**src/rtl/counter_multimode_if.sv**
```systemverilog
// Control/status bundle for counter_multimode: the controller drives the
// command side and observes the count and flags.
interface counter_multimode_if #(
  parameter int WIDTH = 8
) ();
  logic             clr;
  logic             en;
  logic             ld;
  logic [WIDTH-1:0] pload;
  logic [WIDTH-1:0] modulus;
  logic             dir;
  logic [1:0]       mode;
  logic [WIDTH-1:0] q;
  logic             tc;
  logic             co;
  logic             done;

  modport master (
    output clr, en, ld, pload, modulus, dir, mode,
    input  q, tc, co, done
  );

  modport slave (
    input  clr, en, ld, pload, modulus, dir, mode,
    output q, tc, co, done
  );
endinterface

```
**src/rtl/counter_multimode.sv**
```systemverilog
// Up/down counter with runtime modulus and wrap / one-shot / reload /
// saturate terminal actions, plus carry-out pulse and sticky done flag.
module counter_multimode #(
  parameter int WIDTH = 8
) (
  input  logic               clk,
  input  logic               rst,
  counter_multimode_if.slave bus
);

  localparam logic [1:0] MODE_WRAP     = 2'b00;
  localparam logic [1:0] MODE_ONESHOT  = 2'b01;
  localparam logic [1:0] MODE_RELOAD   = 2'b10;
  localparam logic [1:0] MODE_SATURATE = 2'b11;

  logic [WIDTH-1:0] q_q, q_d;
  logic             done_q, done_d;
  logic             tc;

  // ">=" so a count left above the modulus by a load or modulus change
  // takes the terminal action instead of rolling over.
  assign tc = bus.dir ? (q_q >= bus.modulus) : (q_q == '0);

  assign bus.q    = q_q;
  assign bus.tc   = tc;
  assign bus.co   = bus.en & tc & ~done_q & (bus.mode != MODE_SATURATE);
  assign bus.done = done_q;

  always_comb begin
    q_d    = q_q;
    done_d = done_q;
    if (bus.clr) begin
      q_d    = '0;
      done_d = 1'b0;
    end else if (bus.ld) begin
      q_d    = bus.pload;
      done_d = 1'b0;
    end else if (bus.en && !done_q) begin
      if (!tc) begin
        q_d = bus.dir ? q_q + 1'b1 : q_q - 1'b1;
      end else begin
        unique case (bus.mode)
          MODE_WRAP:     q_d = bus.dir ? '0 : bus.modulus;
          MODE_ONESHOT:  done_d = 1'b1;
          MODE_RELOAD:   q_d = bus.pload;
          MODE_SATURATE: q_d = q_q;
          default:       q_d = q_q;
        endcase
      end
    end
  end

  always_ff @(posedge clk or negedge rst) begin
    if (!rst) begin
      q_q    <= '0;
      done_q <= 1'b0;
    end else begin
      q_q    <= q_d;
      done_q <= done_d;
    end
  end

endmodule

```
**src/flat_wrapper.sv**
```systemverilog
// flat-port wrapper written by rule: the top's interface ports become plain ports
module counter_multimode_flat 
#(
  parameter int WIDTH = 8
)
  (clk, rst, bus_clr, bus_en, bus_ld, bus_pload, bus_modulus, bus_dir, bus_mode, bus_q, bus_tc, bus_co, bus_done);
  counter_multimode_if #(.WIDTH(WIDTH)) bus_i ();
  input  logic clk;
  input  logic rst;
  input wire logic [$bits(bus_i.clr)-1:0] bus_clr;
  input wire logic [$bits(bus_i.en)-1:0] bus_en;
  input wire logic [$bits(bus_i.ld)-1:0] bus_ld;
  input wire logic [$bits(bus_i.pload)-1:0] bus_pload;
  input wire logic [$bits(bus_i.modulus)-1:0] bus_modulus;
  input wire logic [$bits(bus_i.dir)-1:0] bus_dir;
  input wire logic [$bits(bus_i.mode)-1:0] bus_mode;
  output wire logic [$bits(bus_i.q)-1:0] bus_q;
  output wire logic [$bits(bus_i.tc)-1:0] bus_tc;
  output wire logic [$bits(bus_i.co)-1:0] bus_co;
  output wire logic [$bits(bus_i.done)-1:0] bus_done;
  assign bus_i.clr = bus_clr;
  assign bus_i.en = bus_en;
  assign bus_i.ld = bus_ld;
  assign bus_i.pload = bus_pload;
  assign bus_i.modulus = bus_modulus;
  assign bus_i.dir = bus_dir;
  assign bus_i.mode = bus_mode;
  assign bus_q = bus_i.q;
  assign bus_tc = bus_i.tc;
  assign bus_co = bus_i.co;
  assign bus_done = bus_i.done;
  counter_multimode #(.WIDTH(WIDTH)) u_core (.clk(clk), .rst(rst), .bus(bus_i));
endmodule
```
**config.mk**
```make
export PLATFORM = sky130hd
export DESIGN_NAME = counter_multimode_flat
export DESIGN_NICKNAME = d
export VERILOG_FILES = /design/src/rtl/counter_multimode_if.sv /design/src/rtl/counter_multimode.sv /design/src/flat_wrapper.sv
export SDC_FILE = /design/constraint.sdc
export NUM_CORES = 1
export LEC_CHECK = 0
export ABC_AREA = 1
export CAP_MARGIN = 30
export CORE_ASPECT_RATIO = 1.1
export CORE_MARGIN = 2
export CORE_UTILIZATION = 45
export CTS_CLUSTER_DIAMETER = 60
export DETAILED_ROUTE_END_ITERATION = 8
export DONT_BUFFER_PORTS = 1
export HOLD_SLACK_MARGIN = 0.02
export SYNTH_ARGS = -nofsm -noshare
export SYNTH_HDL_FRONTEND = slang
export SYNTH_SLANG_ARGS = --single-unit
```
**constraint.sdc**
```tcl
create_clock -name clk -period 3.5 [get_ports clk]
set_input_delay 1.05 -clock clk [delete_from_list [all_inputs] [get_ports clk]]
set_output_delay 1.05 -clock clk [all_outputs]
set_load 0.02 [all_outputs]
```
======== Word-level counts from Yosys, hierarchy flattened ========
Cells that the tools add are included.
operators by class
  muxes and demuxes ....................... 13
  equality and inequality tests ........... 4
  add/sub/neg operators ................... 2
  reduce and logical (&&, ||, !) cells .... 9
  $lt $le $gt $ge ......................... 1
  bitwise gates (word level) .............. 4
operator list
  operator                                                                number
  8-bit 2-to-1 mux                                                        6
  8-bit one-hot mux with 2 select lines                                   1
  3-bit nonzero test                                                      3
  8-bit by 1-bit adder with 8-bit output (second input constant)          1
  8-bit >= comparator                                                     1
  8-bit zero test                                                         1
  8-bit by 1-bit subtractor with 8-bit output (second input constant)     1
  1-bit 2-to-1 mux                                                        6
  5-bit inequality test (second input constant)                           1
  1-bit bitwise AND                                                       3
  3-bit AND reduction                                                     1
  2-bit by 1-bit equality test with 1-bit output (second input constant)  1
  2-bit equality test (second input constant)                             1
  2-bit zero test                                                         1
  2-bit inequality test (second input constant)                           1
  2-bit AND reduction                                                     1
  1-bit logical AND                                                       1
  1-bit zero test                                                         1
  1-bit NOT                                                               1
storage, ports and cells
  word-level logic and storage cells ...... 35
  output and inout bits ................... 11
  register bits after elaboration ......... 9
  input port bits ......................... 24

======== Longest topological paths before layout ========
Gate-level depths: netlist (run 1).
  depth after elaboration ................. 6
  gate-level depth with buffers ........... 16

======== Least setup slack after synthesis (run 1) ========
No wires, ideal clock.
  kind .................................... input-to-output
  start point ............................. input port bus_modulus[7]
  end point ............................... output port bus_co
  buffers on the path ..................... 0
  setup slack ............................. 33 ps
  stages on the path ...................... 8
  arrival ................................. 2417 ps
  cells stage by stage .................... inv_1 > ha_1 > nand2_1 > nor2_1 > nor2_4 > nand2_4 > nand2_2 > a211oi_1
on the way
  word-level cells in the longest chain between the ends .. 5
RTL lines
  item                             RTL line                 RTL
  start, declared                  flat_wrapper.sv:14       input wire logic [$bits(bus_i.modulus)-1:0] bus_modulus;
  8-bit >= comparator              counter_multimode.sv:22  assign tc = bus.dir ? (q_q >= bus.modulus) : (q_q == '0);
  1-bit 2-to-1 mux                 counter_multimode.sv:22
  1-bit bitwise AND (3 in series)  counter_multimode.sv:26  assign bus.co = bus.en & tc & ~done_q & (bus.mode != MODE_SATURATE);
  end, declared                    flat_wrapper.sv:19       output wire logic [$bits(bus_i.co)-1:0] bus_co;
No other way between the ends.

======== Worst setup path in the final report (run 1) ========
Ends and elaborated chain as after synthesis.

==> reports/results.ini, run 1 <==
[worst_setup_path]
critical_path_arrival_ns=2.29
worstSetupPathType=input pin to output pin
cpPeakStageDelay_ns=0.28
endpoint_kind=output pin
required_ns=2.45
critPathSlowestCell=ha_1
start_kind=input pin
crit_fanout=10
cp_cell_sequence=inv_1 -> ha_1 -> nand2_1 -> nor2_1 -> nor2_4 -> nand2_4 -> nand2_2 -> a211oi_1 -> buf_4

[detailed_routing]
antenna_left=0
drt_wl_total_um=3350
firstDrtPassIters=4
wl_per_cell_um=13.5
post-route-drc-count=0
drt_iter0_drc=36
vias=1352
routed_via_density=5.43

[synthesis]
synth.top_cell.area_share=0.188
syn_nets=253
synth_flop_cell=dfrtp_1
yosysTopAreaCell=nand2_1
synthTopCellsByArea=nand2_1, dfrtp_1, ha_1
yosys_warnings=0
ys_ff_latch=9
synthesis.area_mm2=0.00134
synth_cell_type_count=28
yosysSeqAreaShare=0.168
synth_edf_count=0
synthCells=214
synth_common_cells=nand2_1, inv_1, o21ai_0
avgSynthCellArea_um2=6.25
synth_most_common_cell=nand2_1
async_flop_share=1.00

[sta]
drv_slew=0
finalHoldViolCount=0
rsz0062_at_grt=false
max_slew_margin=0.722
setup_viol=0
setup_tns_ns=0
fin_crit_ns=3.34
fmax_ghz=0.299
finClkSkew_ns=0.00891
worst_pin_slew_ns=0.417
finalCritPeriodShare=0.954

[global_route]
gr-total-overflow=0
grt_pass1_vias=1289
grt_pass1_wl_um=5590
grt_util_all_layers=0.209
grt_max_degree=17
grt_antenna_before_repair=0

[clocking]
cts_resized=0
htreeDepth=1
clock-sinks=9
cts_tree=done
cts.path.max_buffers=2
cts.clk_slew.worst_paths_ns=0.08
root_buffer=clkbuf_4
clk_latency_ns=0.27
cts_hold_buf=0
cts_made_buffers=3
cts_setup_buffers=0

[floorplanning]
die_h_um=61.2
core-area_mm2=0.00280
start_util=0.477
rows=20
die-area_mm2=0.00342
io_pins=35
die_w_um=56.0

[flow_run]
maxCapViolations=0

[hold_path]
worstHoldPathType=input pin to asynchronous set/reset pin

[cells_and_area]
fin_nets=256
drive_above_1_share=0.0833
area_growth_pct=3.74
diodes=0
utilization=0.495

[placement]
dp_hpwl_um=2630
io_buffers=0
gp_congestion=0.807

[power_and_ir_drop]
powerDensity_mw_per_mm2=353
ir_worst_vdd_v=0.000192
power.leakage_nw=0.781

[outcome]
status=finished, final reports clean

==> worst paths after layout <==
path,startpoint,end,slack [ns],cells after the start
worst max-delay path,bus_modulus[7],bus_co,0.16,9
worst min-delay path,rst,u_core.bus.q[3],0.47,0
worst max register to register,u_core.bus.q[0],u_core.bus.q[6],1.43,17
worst min register to register,u_core.bus.q[0],u_core.bus.q[0],0.69,2
max in group asynchronous,rst,u_core.bus.q[4],2.96,0
min in group clk,u_core.bus.q[0],u_core.bus.q[0],0.69,2
==> stage by stage <==
step / hold WS, ns / setup WS (ns) / total power (W) / std cells / instance area (um^2)
after floorplan: 0.624 / 0.0330 / 0.000355 / 214 / 1340
after global placement: 0.646 / 0.206 / 0.000399 / 245 / 1360
after global routing: 0.439 / 0.0181 / 0.000543 / 249 / 1390
after detailed placement: 0.676 / 0.174 / 0.000403 / 245 / 1360
final: 0.465 / 0.160 / 0.000490 / 249 / 1390
after CTS: 0.459 / 0.160 / 0.000491 / 249 / 1390
==> area by class of cell <==
class	count	area, um^2
Fill cell	303	1420
Multi-Input combinational cell	169	955
Sequential cell	9	225
Inverter	32	125
Tap cell	33	41.3
Clock buffer	4	26.3
Timing Repair Buffer	2	15.0
==> power breakdown <==
part           leakage [nW]   total, W  internal [W]  switching [W]
Sequential            0.117   0.000156      0.000116      0.0000399
Combinational         0.649   0.000246     0.0000940       0.000152
Clock                0.0150  0.0000874     0.0000441      0.0000433
==> sequential cells by signal (all words and copies together), names as in the netlist <==
| signal | flops |
|---|---|
| u_core.bus.done | 1 |
| u_core.bus.q | 8 |
==> layout by cell type (no fill, tap or decap) <==
| master | count |
|---|---|
| nand2_1 | 67 |
| inv_1 | 30 |
| o21ai_0 | 23 |
| nor2_1 | 16 |
| nand3_1 | 16 |
| ha_1 | 14 |
| dfrtp_1 | 9 |
| a21oi_1 | 6 |
| nand3b_1 | 6 |
| xor2_1 | 3 |
| clkbuf_4 | 3 |
| nor2_4 | 2 |
| nand2_2 | 2 |
| nand2_4 | 2 |
| nor2_2 | 2 |
| nand4_1 | 2 |
| buf_4 | 2 |
| inv_2 | 1 |
| inv_6 | 1 |
| o21ai_4 | 1 |
| a211oi_1 | 1 |
| nand3_4 | 1 |
| or2_2 | 1 |
| a21o_1 | 1 |
| nor3_1 | 1 |
| xnor2_1 | 1 |
| fa_1 | 1 |
| clkbuf_1 | 1 |
==> cell families (layout without fill, tap and decap cells) <==
group | after synthesis | after routing | share of synthesized area
AO/OA/AOI/OAI | 32 | 32 | 0.132
XOR/XNOR | 4 | 4 | 0.0262
adder cells (fa/ha/maj) | 15 | 15 | 0.146
buffers and inverters | 36 | 38 | 0.118
flip-flops | 9 | 9 | 0.168
AND/OR/NAND/NOR | 118 | 118 | 0.410
==> per-layer routing <==
metal | up-vias | part of all wire | track usage
met5 | - | 0 | 0
met4 | 0 | 0.013 | 0.0612
met3 | 5 | 0.061 | 0.0420
met2 | 45 | 0.48 | 0.365
met1 | 611 | 0.45 | 0.267
li1 | 691 | - | -
==> critical path, delay by kind of cell <==
family                   cells  cell delay [ns]
AND/OR/NAND/NOR              5             0.53
adder cells (fa/ha/maj)      1             0.28
buffers and inverters        2             0.22
AO/OA/AOI/OAI                1             0.20
Note: power is estimated with default switching activity, not from simulation.
==> run 2, diff against run 1 <==
BUFFER_PORTS_ARGS = -buffer_cell sky130_fd_sc_hd__buf_2   (was default)
DONT_BUFFER_PORTS = default   (was 1)
PLACE_DENSITY = 0.7   (was default)
==> run 2 against run 1 <==
Against the previous run:
- sequential share of layout area down 1.8 points
- critical endpoint unchanged
- cell area is 12% higher
- via count is 7.3% higher
- first-iteration DRC count rose by 44%
==> reports/results.ini, run 2 (synthesized netlist as in run 1, its figures left out) <==
[hold_path]
worstHoldPathType=register to register
worstHoldStart=u_core.bus.done

[worst_setup_path]
critical_path_arrival_ns=2.28
worstSetupPathType=input pin to output pin
endpoint_kind=output pin
r2r_start=u_core.bus.q[0]
start_kind=input pin
crit_start=bus_modulus[0]
crit_fanout=3
required_ns=2.45

[sta]
drv_slew=0
max_slew_margin=0.701
rsz0062_at_grt=false
fin_crit_ns=3.33
finalCritPeriodShare=0.951
finalHoldViolCount=0
worst_pin_slew_ns=0.448
fmax_ghz=0.300
setup_viol=0
finClkSkew_ns=0.00311
setup_tns_ns=0
whs_ns=0.552

[global_route]
grt_max_degree=17
gr-total-overflow=0
grt_pass1_vias=1311
grt_antenna_before_repair=0
grt_util_all_layers=0.212
grt_pass1_wl_um=5690

[detailed_routing]
wl_per_cell_um=12.0
vias=1451
post-route-drc-count=0
firstDrtPassIters=4
drt_iter0_drc=52
routed_via_density=5.13
antenna_left=0
drt_wl_total_um=3390

[clocking]
cts_made_buffers=3
cts_setup_buffers=0
clock-sinks=9
cts.path.max_buffers=2
cts.clk_slew.worst_paths_ns=0.07
clk_latency_ns=0.26
htreeDepth=1
root_buffer=clkbuf_4
cts_hold_buf=0
cts_tree=done
cts_resized=0

[placement]
gp_congestion=0.802
dp_hpwl_um=2580
io_buffers=34

[cells_and_area]
most-common-layout-cells=nand2_1, buf_2, inv_1
area_growth_pct=16.5
drive_above_1_share=0.208
largest_register_ffs=8
mostFrequentLayoutCell=nand2_1
fin_nets=290
diodes=0

[floorplanning]
die-area_mm2=0.00342
die_w_um=56.0
rows=20
io_pins=35
core-area_mm2=0.00280
die_h_um=61.2
start_util=0.477

[flow_run]
maxCapViolations=0

[power_and_ir_drop]
power.leakage_nw=0.924
power_w=0.000518
ir_worst_vdd_v=0.000244
powerDensity_mw_per_mm2=333

[outcome]
status=finished, final reports clean

-- run 2: path summary, 6_finish.rpt --
check / end / slack [ns] / depth (start not counted)
min in group asynchronous: u_core.bus.q[0] / 0.64 / 1
max in group asynchronous: u_core.bus.q[4] / 2.66 / 1
hold reg to reg: u_core.bus.done / 0.55 / 2
setup reg to reg: u_core.bus.q[4] / 1.54 / 16
setup / recovery: bus_co / 0.17 / 13
hold / removal: u_core.bus.done / 0.55 / 2
-- run 2: worst max-delay path, cell delays in order --
cell and delay (ns):
buf_2 0.11, ha_1 0.26, inv_1 0.03, nand2_1 0.04, nand2_1 0.04, nand2_1 0.05, nand2_1 0.04, nand2_1 0.05
nand2_1 0.07, nand2_4 0.07, nand2_2 0.06, a211oi_1 0.19, buf_2 0.20
-- run 2: routing by layer --
layer  track usage  wire (um)  part of all wire
met1         0.274       1510              0.44
met2         0.376       1610              0.47
met3        0.0189        222             0.065
met4        0.0748         53             0.016
met5             0          0                 0
-- run 2: layout make-up --
class	instances	area [um^2]
Timing Repair Buffer	36	185
Tap cell	33	41.3
Fill cell	303	1240
Clock buffer	4	26.3
Inverter	32	125
Multi-Input combinational cell	169	955
Sequential cell	9	225
-- run 2: through the flow --
step	area, um^2	std cells	utilization	worst slack (ns)
3_3_place_gp	1530	279	0.546	0.198
5_1_grt	1560	283	0.556	0.0796
3_5_place_dp	1530	279	0.546	0.180
6_report	1560	283	0.556	0.171
4_1_cts	1560	283	0.556	0.177
2_1_floorplan	1340	214	-	0.0330
-- run 2: report_power, final --
part / internal (W) / switching, W / total (W)
combinational: 0.000114 / 0.000182 / 0.000296
clock: 0.0000441 / 0.0000404 / 0.0000845
sequential: 0.000117 / 0.0000211 / 0.000138
==> run 3, diff against run 2 <==
ABC_AREA = default   (was 1)
PLACE_DENSITY = 0.8   (was 0.7)
==> run 3 against run 2 <==
Against the previous run:
- the run now ends with setup timing left
- sequential share of layout area grew 0.12 points
- count of clock-buffer cells in the layout is the same
- die area shrank 12%
- cell area shrank 0.80%
- core utilization grew 6.3 points
- area after synthesis shrank 13%
- largest power group unchanged
==> reports/results.ini, run 3 <==
[synthesis]
synthesis.area_mm2=0.00117
synth_most_common_cell=a21oi_1
ys_ff_latch=9
yosysTopAreaCell=dfrtp_1
async_flop_share=1.00
synth_cell_type_count=36
synthTopCellsByArea=dfrtp_1, ha_1, a21oi_1
synthCells=150
yosysSeqAreaShare=0.193
synth.top_cell.area_share=0.193
syn_nets=189
synth_flop_cell=dfrtp_1
yosys_warnings=0
avgSynthCellArea_um2=7.80
synth_edf_count=0
synth_common_cells=a21oi_1, ha_1, nor2_1

[detailed_routing]
firstDrtPassIters=4
wl_met2_um=1680
vias=1310
antenna_left=0
routed_via_density=5.82
wl_met3_um=243
drt_iter0_drc=50
post-route-drc-count=0
wl_per_cell_um=15.1
wl_met1_um=1390
routed.top_layer=met4
drt_wl_total_um=3390

[sta]
setup_viol=2
whs_ns=0.552
finalHoldViolCount=0
finalCritPeriodShare=1.02
fin_crit_ns=3.55
drv_slew=0
fmax_ghz=0.281
setup_tns_ns=-0.0870
worst_slack_ns=-0.0537
max_slew_margin=0.785
finClkSkew_ns=0.00258
rsz0062_at_grt=true
worst_pin_slew_ns=0.314

[power_and_ir_drop]
pwr-share-seq=0.273
power_w=0.000489
p_int_w=0.000282
ir_worst_vdd_v=0.000291
swShare=0.422
power.leakage_nw=0.710
clockPowerShare=0.165
powerDensity_mw_per_mm2=316
switchingPower_w=0.000206
combinationalPowerShare=0.562

[worst_setup_path]
worstSetupPathType=input pin to output pin
start_kind=input pin
cp_common_cell=buf_6
cp_cell_sequence=buf_6 -> inv_4 -> ha_4 -> a21oi_2 -> nor2b_1 -> or4_4 -> o21ai_4 -> a211oi_4 -> buf_6
endpoint_kind=output pin
critical_path_arrival_ns=2.50
crit_fanout=3
crit_start=bus_modulus[6]
cpPeakStageDelay_ns=0.50
critPathSlowestCell=or4_4
r2r_start=u_core.bus.q[6]
required_ns=2.45

[floorplanning]
die_w_um=52.6
die_h_um=57.5
rows=19
die-area_mm2=0.00302
start_util=0.469
io_pins=35
core-area_mm2=0.00250

[clocking]
clk_latency_ns=0.26
clock-sinks=9
cts.clk_slew.worst_paths_ns=0.06
htreeDepth=1
cts_made_buffers=3
root_buffer=clkbuf_4
cts_tree=done
cts.path.max_buffers=2

[placement]
io_buffers=34
dp_hpwl_um=2670
gp_congestion=0.822
dpl.cell_count=218

[cells_and_area]
largest_register_ffs=8
mostFrequentLayoutCell=buf_2
layout.cells.non_filler=225
diodes=0
drive_above_1_share=0.366
most-common-layout-cells=buf_2, a21oi_1, nor2_1
fill_cells=229
fin_nets=234
area_growth_pct=32.1

[outcome]
violations=setup timing
status=complete, but fails checks

[global_route]
grt_pass1_vias=1262
grt_max_degree=13
grt_pass1_wl_um=5730
gr-total-overflow=0
grt_antenna_before_repair=0
grt_util_all_layers=0.248

[flow_run]
maxCapViolations=0

[hold_path]
worstHoldStart=u_core.bus.done
worstHoldPathType=register to register

-- run 3: cell type report --
cell class / instances / area [um^2] / share of cell area
well taps: 31 / 38.8 / 0.0251
clock buffers: 4 / 26.3 / 0.0170
repair buffers: 46 / 279 / 0.181
flip-flops and latches: 9 / 225 / 0.146
inverters: 12 / 52.6 / 0.0340
multi-input cells: 123 / 923 / 0.598
-- run 3: timing repair --
item,in CTS,in global routing
pin swaps,6,1
hold buffers,0,0
buffers inserted,2,1
endpoints found under the setup margin,2,2
resized for setup,8,2
-- run 3: path summary, 6_finish.rpt --
path,endpoint,slack (ns),cells after the start
setup / recovery,bus_co,-0.05,9
hold / removal,u_core.bus.done,0.55,2
setup reg to reg,u_core.bus.q[4],0.96,10
hold reg to reg,u_core.bus.done,0.55,2
max in group asynchronous,u_core.bus.q[7],2.69,1
min in group asynchronous,u_core.bus.q[4],0.63,1
-- run 3: power groups by stage --
stage	Sequential, W	Clock, W	Combinational, W
after floorplan	0.000142	0	0.000168
after global placement	0.000134	0	0.000247
after detailed placement	0.000135	0	0.000258
after CTS	0.000134	0.0000807	0.000270
after global routing	0.000135	0.0000877	0.000307
final	0.000133	0.0000805	0.000275
-- run 3: critical path: cells and delay by family --
kind | cells | cell delay (ns)
simple gates | 2 | 0.55
compound gates | 3 | 0.43
buf+inv | 3 | 0.29
fa+ha+maj | 1 | 0.19
-- run 3: logic make-up (layout without fill, tap and decap cells) --
| logic type | after synthesis | in the layout | share of synthesized area |
|---|---|---|---|
| AO/OA/AOI/OAI | 56 | 56 | 0.323 |
| AND/OR/NAND/NOR | 46 | 46 | 0.197 |
| flip-flops | 9 | 9 | 0.193 |
| buffers and inverters | 18 | 62 | 0.0759 |
| adder cells (fa/ha/maj) | 15 | 15 | 0.167 |
| XOR/XNOR | 6 | 6 | 0.0449 |
-- run 3: layer usage --
metal	up-vias	track usage
met3	10	0.0602
li1	636	-
met1	601	0.328
met4	0	0.0586
met2	63	0.405
met5	-	0
-- run 3: per-stage QoR --
step                cell area [um^2]  worst slack (ns)  utilization
floorplan                       1220           0.00855            -
global placement                1450            -0.108        0.582
detailed placement              1450            -0.119        0.582
CTS                             1530           -0.0710        0.614
global route                    1550            -0.101        0.619
finish                          1550           -0.0537        0.619
